**src/rtl/sr_reg_bank.sv**
```systemverilog
// sr_reg_bank -- bank of WIDTH independent clocked set/reset channels.
//
// Each channel holds one bit of state q[i] that is updated on the rising
// clock edge only when en[i] is high. The s/r inputs behave like a classic
// SR latch. The BOTH_MODE parameter selects what s=r=1 means: hold, set
// wins, reset wins, or toggle. The block also provides registered
// rise/fall edge pulses and a sticky per-channel conflict flag for s=r=1.
//
// Optional feature: define SR_REG_BANK_CONFLICT_CNT_EN to add the
// conflict_cnt output. This is a saturating count of clock edges on which
// at least one enabled channel saw s=r=1. When the macro is undefined, the
// port and its counter do not exist.

module sr_reg_bank #(
  parameter int WIDTH     = 8,
  parameter int BOTH_MODE = 0,
  parameter int CNT_W     = 8
) (
  input  logic             clk,
  input  logic             rst,
  input  logic [WIDTH-1:0] en,
  input  logic [WIDTH-1:0] s,
  input  logic [WIDTH-1:0] r,
  input  logic             conflict_clr,
  output logic [WIDTH-1:0] q,
  output logic [WIDTH-1:0] qb,
  output logic [WIDTH-1:0] rise,
  output logic [WIDTH-1:0] fall,
  output logic [WIDTH-1:0] conflict
`ifdef SR_REG_BANK_CONFLICT_CNT_EN
  ,
  output logic [CNT_W-1:0] conflict_cnt
`endif
);

  // Encodings of the BOTH_MODE parameter.
  localparam int MODE_HOLD   = 0;
  localparam int MODE_SET    = 1;
  localparam int MODE_RESET  = 2;
  localparam int MODE_TOGGLE = 3;

  // Reject out-of-range configurations when the design is elaborated.
  if (WIDTH < 1 || WIDTH > 32) begin : g_bad_width
    $error("sr_reg_bank: WIDTH must be 1..32");
  end
  if (BOTH_MODE < MODE_HOLD || BOTH_MODE > MODE_TOGGLE) begin : g_bad_mode
    $error("sr_reg_bank: BOTH_MODE must be 0..3");
  end
  if (CNT_W < 2 || CNT_W > 16) begin : g_bad_cnt_w
    $error("sr_reg_bank: CNT_W must be 2..16");
  end

  logic [WIDTH-1:0] q_next;
  logic [WIDTH-1:0] conflict_hit;

  // Flag the channels that sample an enabled s=r=1 on this edge.
  assign conflict_hit = en & s & r;

  // Next-state decode: each channel resolves its own s/r pair.
  always_comb begin
    // NOTE: q_next gets a full default before the loop. Without it, a
    // channel with en=0 would leave q_next unassigned and infer a latch.
    q_next = q;
    for (int i = 0; i < WIDTH; i++) begin
      if (en[i]) begin
        unique case ({s[i], r[i]})
          2'b00: q_next[i] = q[i];
          2'b01: q_next[i] = 1'b0;
          2'b10: q_next[i] = 1'b1;
          2'b11: begin
            case (BOTH_MODE)
              MODE_SET:    q_next[i] = 1'b1;
              MODE_RESET:  q_next[i] = 1'b0;
              MODE_TOGGLE: q_next[i] = ~q[i];
              default:     q_next[i] = q[i];
            endcase
          end
          default: q_next[i] = q[i];
        endcase
      end
    end
  end

  // State, edge pulses and sticky conflict flags. Reset wins at once.
  always_ff @(posedge clk or posedge rst) begin
    // NOTE: all registers here use non-blocking assignments. rise and fall
    // can then compare the old q with q_next on the same edge, with no
    // dependence on statement order.
    if (rst) begin
      q        <= '0;
      rise     <= '0;
      fall     <= '0;
      conflict <= '0;
    end else begin
      q        <= q_next;
      rise     <= q_next & ~q;
      fall     <= ~q_next & q;
      // A clear and a new conflict on the same edge leave the bit set.
      conflict <= (conflict_clr ? '0 : conflict) | conflict_hit;
    end
  end

  // The inverted output follows q directly, with no extra register stage.
  assign qb = ~q;

`ifdef SR_REG_BANK_CONFLICT_CNT_EN
  localparam logic [CNT_W-1:0] CNT_MAX = '1;

  // Saturating count of edges on which any channel saw a conflict.
  always_ff @(posedge clk or posedge rst) begin
    if (rst) begin
      conflict_cnt <= '0;
    end else if (conflict_clr) begin
      conflict_cnt <= (|conflict_hit) ? CNT_W'(1) : '0;
    end else if ((|conflict_hit) && (conflict_cnt != CNT_MAX)) begin
      conflict_cnt <= conflict_cnt + CNT_W'(1);
    end
  end
`endif

endmodule

```
**config.mk**
```make
export PLATFORM = sky130hd
export DESIGN_NAME = sr_reg_bank
export DESIGN_NICKNAME = d
export VERILOG_FILES = /design/src/rtl/sr_reg_bank.sv
export SDC_FILE = /design/constraint.sdc
export NUM_CORES = 1
export LEC_CHECK = 0
export BUFFER_PORTS_ARGS = -buffer_cell sky130_fd_sc_hd__buf_4
export CORE_UTILIZATION = 42
export DETAILED_ROUTE_END_ITERATION = 6
export PLACE_DENSITY = 0.75
export SLEW_MARGIN = 5
export SYNTH_ARGS = -nofsm -noshare
export SYNTH_HDL_FRONTEND = slang
export SYNTH_SLANG_ARGS = --single-unit
```
**constraint.sdc**
```tcl
create_clock -name clk -period 0.8 [get_ports clk]
set_clock_uncertainty 0.05 [all_clocks]
set_input_delay 0.04 -clock clk [delete_from_list [all_inputs] [get_ports clk]]
set_output_delay 0.04 -clock clk [all_outputs]
set_load 0.1 [all_outputs]
```
==> out/results.ini, run 1 <==
[clocking]
cts_root_buffer = sky130_fd_sc_hd__clkbuf_4
h_tree_depth = 2
cts_num_sinks = 32
numCtsBuffers = 5
clock_path_buffers = 2

[synth]
synth_fa_ha_area_share_pct = 13.07
seq_area_frac_synth_pct = 52.29
number_of_distinct_standard_cells_referenced_by_the_synthesized_netlist = 13
avgSynthCellArea_sq_um = 10.01
largest_family_of_logic_cells_by_synthesized_area = compound AO/OA/AOI/OAI gates
yosys.area_share.simple_pct = 9.232
synth.mux.area_fraction_pct = 0
syn_inst = 153
syn-num-nets = 196
synth_seq_cells = 32
syn_std_cell_area_sq_mm = 0.001531
synth-xor-area-share_pct = 0
synth_compound_area_share_pct = 15.11
ys_warn_count = 0

[place]
i_o_buffers = 66
placed_wire_length_estimate_after_detailed_placement_mm = 2.662
dp_worst_setup_slack_ns = -0.1440
gpl.final_weighted_congestion = 0.7764
placement.cell_area_sq_mm = 0.002317

[status]
outcome = stopped before the end
tool_error = [ERROR DPL-0033] detailed placement checks failed during check placement.
stage_where_the_run_ended = global routing (5_1_grt)

[sta]
worstEndpointType = output port
endpoint_pin_with_the_least_setup_slack_after_global_route_repair = qb[4]

[grt]
grt_start_max_net_pins = 33
antenna_found_initial = 0

[die]
ios = 67
initial_utilization_pct = 44.84
die_h_microns = 62.39
fp.dieW_microns = 62.39
core.rowCount = 21

==> through the flow <==
| stage | cells | utilization, % |
|---|---|---|
| after floorplan | 153 | - |
| after detailed placement | 275 | 67.84 |
| after global placement | 275 | 67.84 |
| after CTS | 318 | 90.37 |
==> cell usage after synthesis, drive strengths merged <==
| master | n | area [sq um] |
|---|---|---|
| nor2 | 8 | 30.03 |
| nand3 | 8 | 40.04 |
| o21ai | 16 | 80.07 |
| and4 | 1 | 10.01 |
| a32o | 1 | 10.01 |
| o2bb2ai | 7 | 61.31 |
| ha | 16 | 200.2 |
| dfrtp | 32 | 800.8 |
| o211a | 8 | 80.08 |
| inv | 42 | 157.7 |
| nor3 | 7 | 35.03 |
| nand2 | 7 | 26.28 |
==> cells by family after synthesis <==
logic type / Yosys count
AO/OA/AOI/OAI: 32
adder cells (fa/ha/maj): 16
buffers and inverters: 42
flip-flops: 32
AND/OR/NAND/NOR: 31
==> repair_timing <==
item | in CTS
pin swaps | 0
setup buffers | 14
hold buffers | 21
gates cloned | 0
gates resized for setup | 96
hold endpoints to repair | 64
endpoints found under the setup margin | 55
==> run 2: changes to the inputs <==
--- a/config.mk
+++ b/config.mk
@@ -6,9 +6,9 @@
 export NUM_CORES = 1
 export LEC_CHECK = 0
 export BUFFER_PORTS_ARGS = -buffer_cell sky130_fd_sc_hd__buf_4
-export CORE_UTILIZATION = 42
+export CORE_UTILIZATION = 40
 export DETAILED_ROUTE_END_ITERATION = 6
-export PLACE_DENSITY = 0.75
+export PLACE_DENSITY_LB_ADDON = 0.15
 export SLEW_MARGIN = 5
 export SYNTH_ARGS = -nofsm -noshare
 export SYNTH_HDL_FRONTEND = slang
==> constraint.sdc (replaced) <==
create_clock -name clk -period 1 [get_ports clk]
set_clock_uncertainty 0.05 [all_clocks]
set_input_delay 0.05 -clock clk [delete_from_list [all_inputs] [get_ports clk]]
set_output_delay 0.05 -clock clk [all_outputs]
set_load 0.1 [all_outputs]
==> run 2 against run 1 <==
Net effect:
- the flow now finishes, with violations (negative setup slack)
- area after synthesis stayed put
- synthesized cell count stayed put
==> out/results.ini, run 2 <==
[status]
outcome = finished, violations left
violations = negative setup slack

[setup_path]
path_class = flip-flop to output pin
setup.worst_path.start = q[7]$_DFF_PP0_
r2r_start = q[7]$_DFF_PP0_
rr_worst_depth = 2
timing.critical_path.required_ns = 0.90
timing.reg2reg.setup_slack_ns = -0.01
timing.critical_path.fanout_max = 3
cp_data_arrival_time_ns = 1.05
startpoint_type_of_the_worst_setup_path = flip-flop
worst_r2r_endpoint = q[7]$_DFF_PP0_
setup.worst_path.end_class = output pin

[layout]
layout_commonest_cell = sky130_fd_sc_hd__buf_4
leading_cell_types_in_the_layout_fill_and_taps_excluded = sky130_fd_sc_hd__buf_4, sky130_fd_sc_hd__inv_1, sky130_fd_sc_hd__buf_6, sky130_fd_sc_hd__dlygate4sd3_1
area_growth_syn_to_layout_pct = 85.54
final_instance_area_sq_mm = 0.002841
final_nets = 300
drive_above_1_share_pct = 44.19
num-fill-cells = 248
area_used_by_multi_input_combinational_logic_sq_um = 628.1
n_antenna_cell = 0
fin_util_pct = 77.61
area.sequential_sq_um = 843.3

[power]
worst_ir_drop_vdd_mv = 1.173
design_power_total_mw = 4.564
p_per_area_mw_per_mm2 = 1606
power.static_leakage_nw = 1.482

[sta]
final.period_utilization_pct = 115.2
setup_slack_ns = -0.1522
worst_slew_margin_rel_pct = 78.78
timing_worst_slew_pin_value_ns = 0.3179
maxSlewViolCount = 0
final_hold_vio_count = 0
fin_hold_ws_ns = 0.01036
max_freq_ghz = 0.8679
setup_viol_count_final = 18
time_the_final_worst_path_needs_with_i_o_delays_and_setup_ns = 1.152
tns_ns = -1.758
grt_setup_unrepaired = true

[place]
placement.cell_area_sq_mm = 0.002181
gpl.final_weighted_congestion = 0.7631
placed_wire_length_estimate_after_detailed_placement_mm = 2.544
i_o_buffers = 66

[clocking]
cts_num_sinks = 32
cts_root_buffer = sky130_fd_sc_hd__clkbuf_8
cts.clk_slew.worst_paths_ns = 0.06
clock_path_buffers = 2
worst_skew_pair.late_latency_ns = 0.27
h_tree_depth = 2
tritoncts = yes
numCtsBuffers = 5

[routing]
routed_via_density = 4.788
route.antenna.remaining_nets = 0
finalWirelength_mm = 4.157
drt-initial-drc-count = 68
drc_errors = 0
drt-pass1-iter-count = 4
avgRoutedWirePerCell_microns = 13.58
vias = 1465

[grt]
first_global_vias = 1502
global_route_wire_length_before_repair_mm = 6.561
grt_start_max_net_pins = 27
antenna_found_initial = 0
globalRoute.totalOverflow = 0
track_usage_pct = 21.46

[synth]
synth_enable_flop_cells = 0
postSynth.asyncResetShare_pct = 100.0
netlist_top_cells_area = sky130_fd_sc_hd__dfrtp_1, sky130_fd_sc_hd__ha_1, sky130_fd_sc_hd__inv_1
synth_largest_area_cell = sky130_fd_sc_hd__dfrtp_1
yosys-top-cells-count = sky130_fd_sc_hd__inv_1, sky130_fd_sc_hd__dfrtp_1, sky130_fd_sc_hd__ha_1
syn-num-nets = 196
seq_area_frac_synth_pct = 52.29
syn_inst = 153
synth_seq_cells = 32
synth_ff_type = sky130_fd_sc_hd__dfrtp_1
synthDominantCellAreaShare_pct = 52.29
avgSynthCellArea_sq_um = 10.01
syn_std_cell_area_sq_mm = 0.001531
ys_warn_count = 0
number_of_distinct_standard_cells_referenced_by_the_synthesized_netlist = 13
post-synth-top-count-cell = sky130_fd_sc_hd__inv_1

[die]
fp.dieW_microns = 63.88
die_h_microns = 63.88
core_area_sq_mm = 0.003661
fp.dieArea_sq_mm = 0.004080
initial_utilization_pct = 41.83
ios = 67
core.rowCount = 22

[hold_path]
timing.hold.worst_endpoint = conflict[6]$_DFF_PP0_
startpoint_of_the_lowest_slack_hold_path = s[6]
hold_path_depth = 3
hold_wc_path_type = input pin to flip-flop

[flow_run]
max_cap_viol_count = 0

==> run 2: cell counts after synthesis <==
Identical to the previous run, type by type.
==> run 2: routing by layer <==
metal | track usage [%] | up-vias | wire length, microns
met5 | 0 | - | 0
met4 | 9.943 | 0 | 44
met3 | 5.179 | 6 | 219
met2 | 39.89 | 56 | 2359
met1 | 22.43 | 698 | 1534
li1 | - | 705 | -
==> run 2: worst max-delay path: stages, from the launching register on <==
cell and delay [ns]:
sky130_fd_sc_hd__dfrtp_4 0.49, sky130_fd_sc_hd__clkinvlp_4 0.11, sky130_fd_sc_hd__buf_12 0.17
==> run 2: final cells by class <==
| class | instances | share of cell area, % |
|---|---|---|
| well taps | 48 | 2.114 |
| repair buffers | 97 | 36.33 |
| inverters | 42 | 6.605 |
| clock buffers | 8 | 3.170 |
| multi-input cells | 79 | 22.10 |
| flip-flops and latches | 32 | 29.68 |
==> run 2: kinds of logic after synthesis <==
family | Yosys count | share of synthesized area [%]
flip-flops | 32 | 52.29
buffers and inverters | 42 | 10.29
AND/OR/NAND/NOR | 31 | 9.232
adder cells (fa/ha/maj) | 16 | 13.07
AO/OA/AOI/OAI | 32 | 15.11
==> run 2: how the worst max path moves through the flow <==
stage                              to  slack (ns)  depth (start not counted)
detailed placement     q[4]$_DFF_PP0_        0.01                          6
global placement       q[7]$_DFF_PP0_        0.06                          6
global route                    qb[7]       -0.17                          2
finish                          qb[7]       -0.15                          2
floorplan           rise[7]$_DFF_PP0_       -0.61                          2
CTS                             qb[7]       -0.14                          2
==> run 2: through the flow <==
stage / worst slack, ns / cells
after global placement: 0.06169 / 268
after CTS: -0.1447 / 305
after global routing: -0.1741 / 306
final: -0.1522 / 306
after floorplan: -0.6138 / 153
after detailed placement: 0.01325 / 268
==> run 2: report_power, final <==
group | switching [mW] | internal (mW)
combinational | 1.38 | 0.676
sequential | 0.105 | 1.42
clock | 0.425 | 0.560
total | 1.91 | 2.66
==> run 2: repair_timing <==
action                                  4_1_cts  5_1_grt
endpoints found under the hold margin        49        0
hold buffers                                 21        0
setup buffers                                 8        1
gates cloned                                  0        0
gates resized for setup                      50       20
endpoints found under the setup margin       29       34
Note: power is estimated with default switching activity, not from simulation.
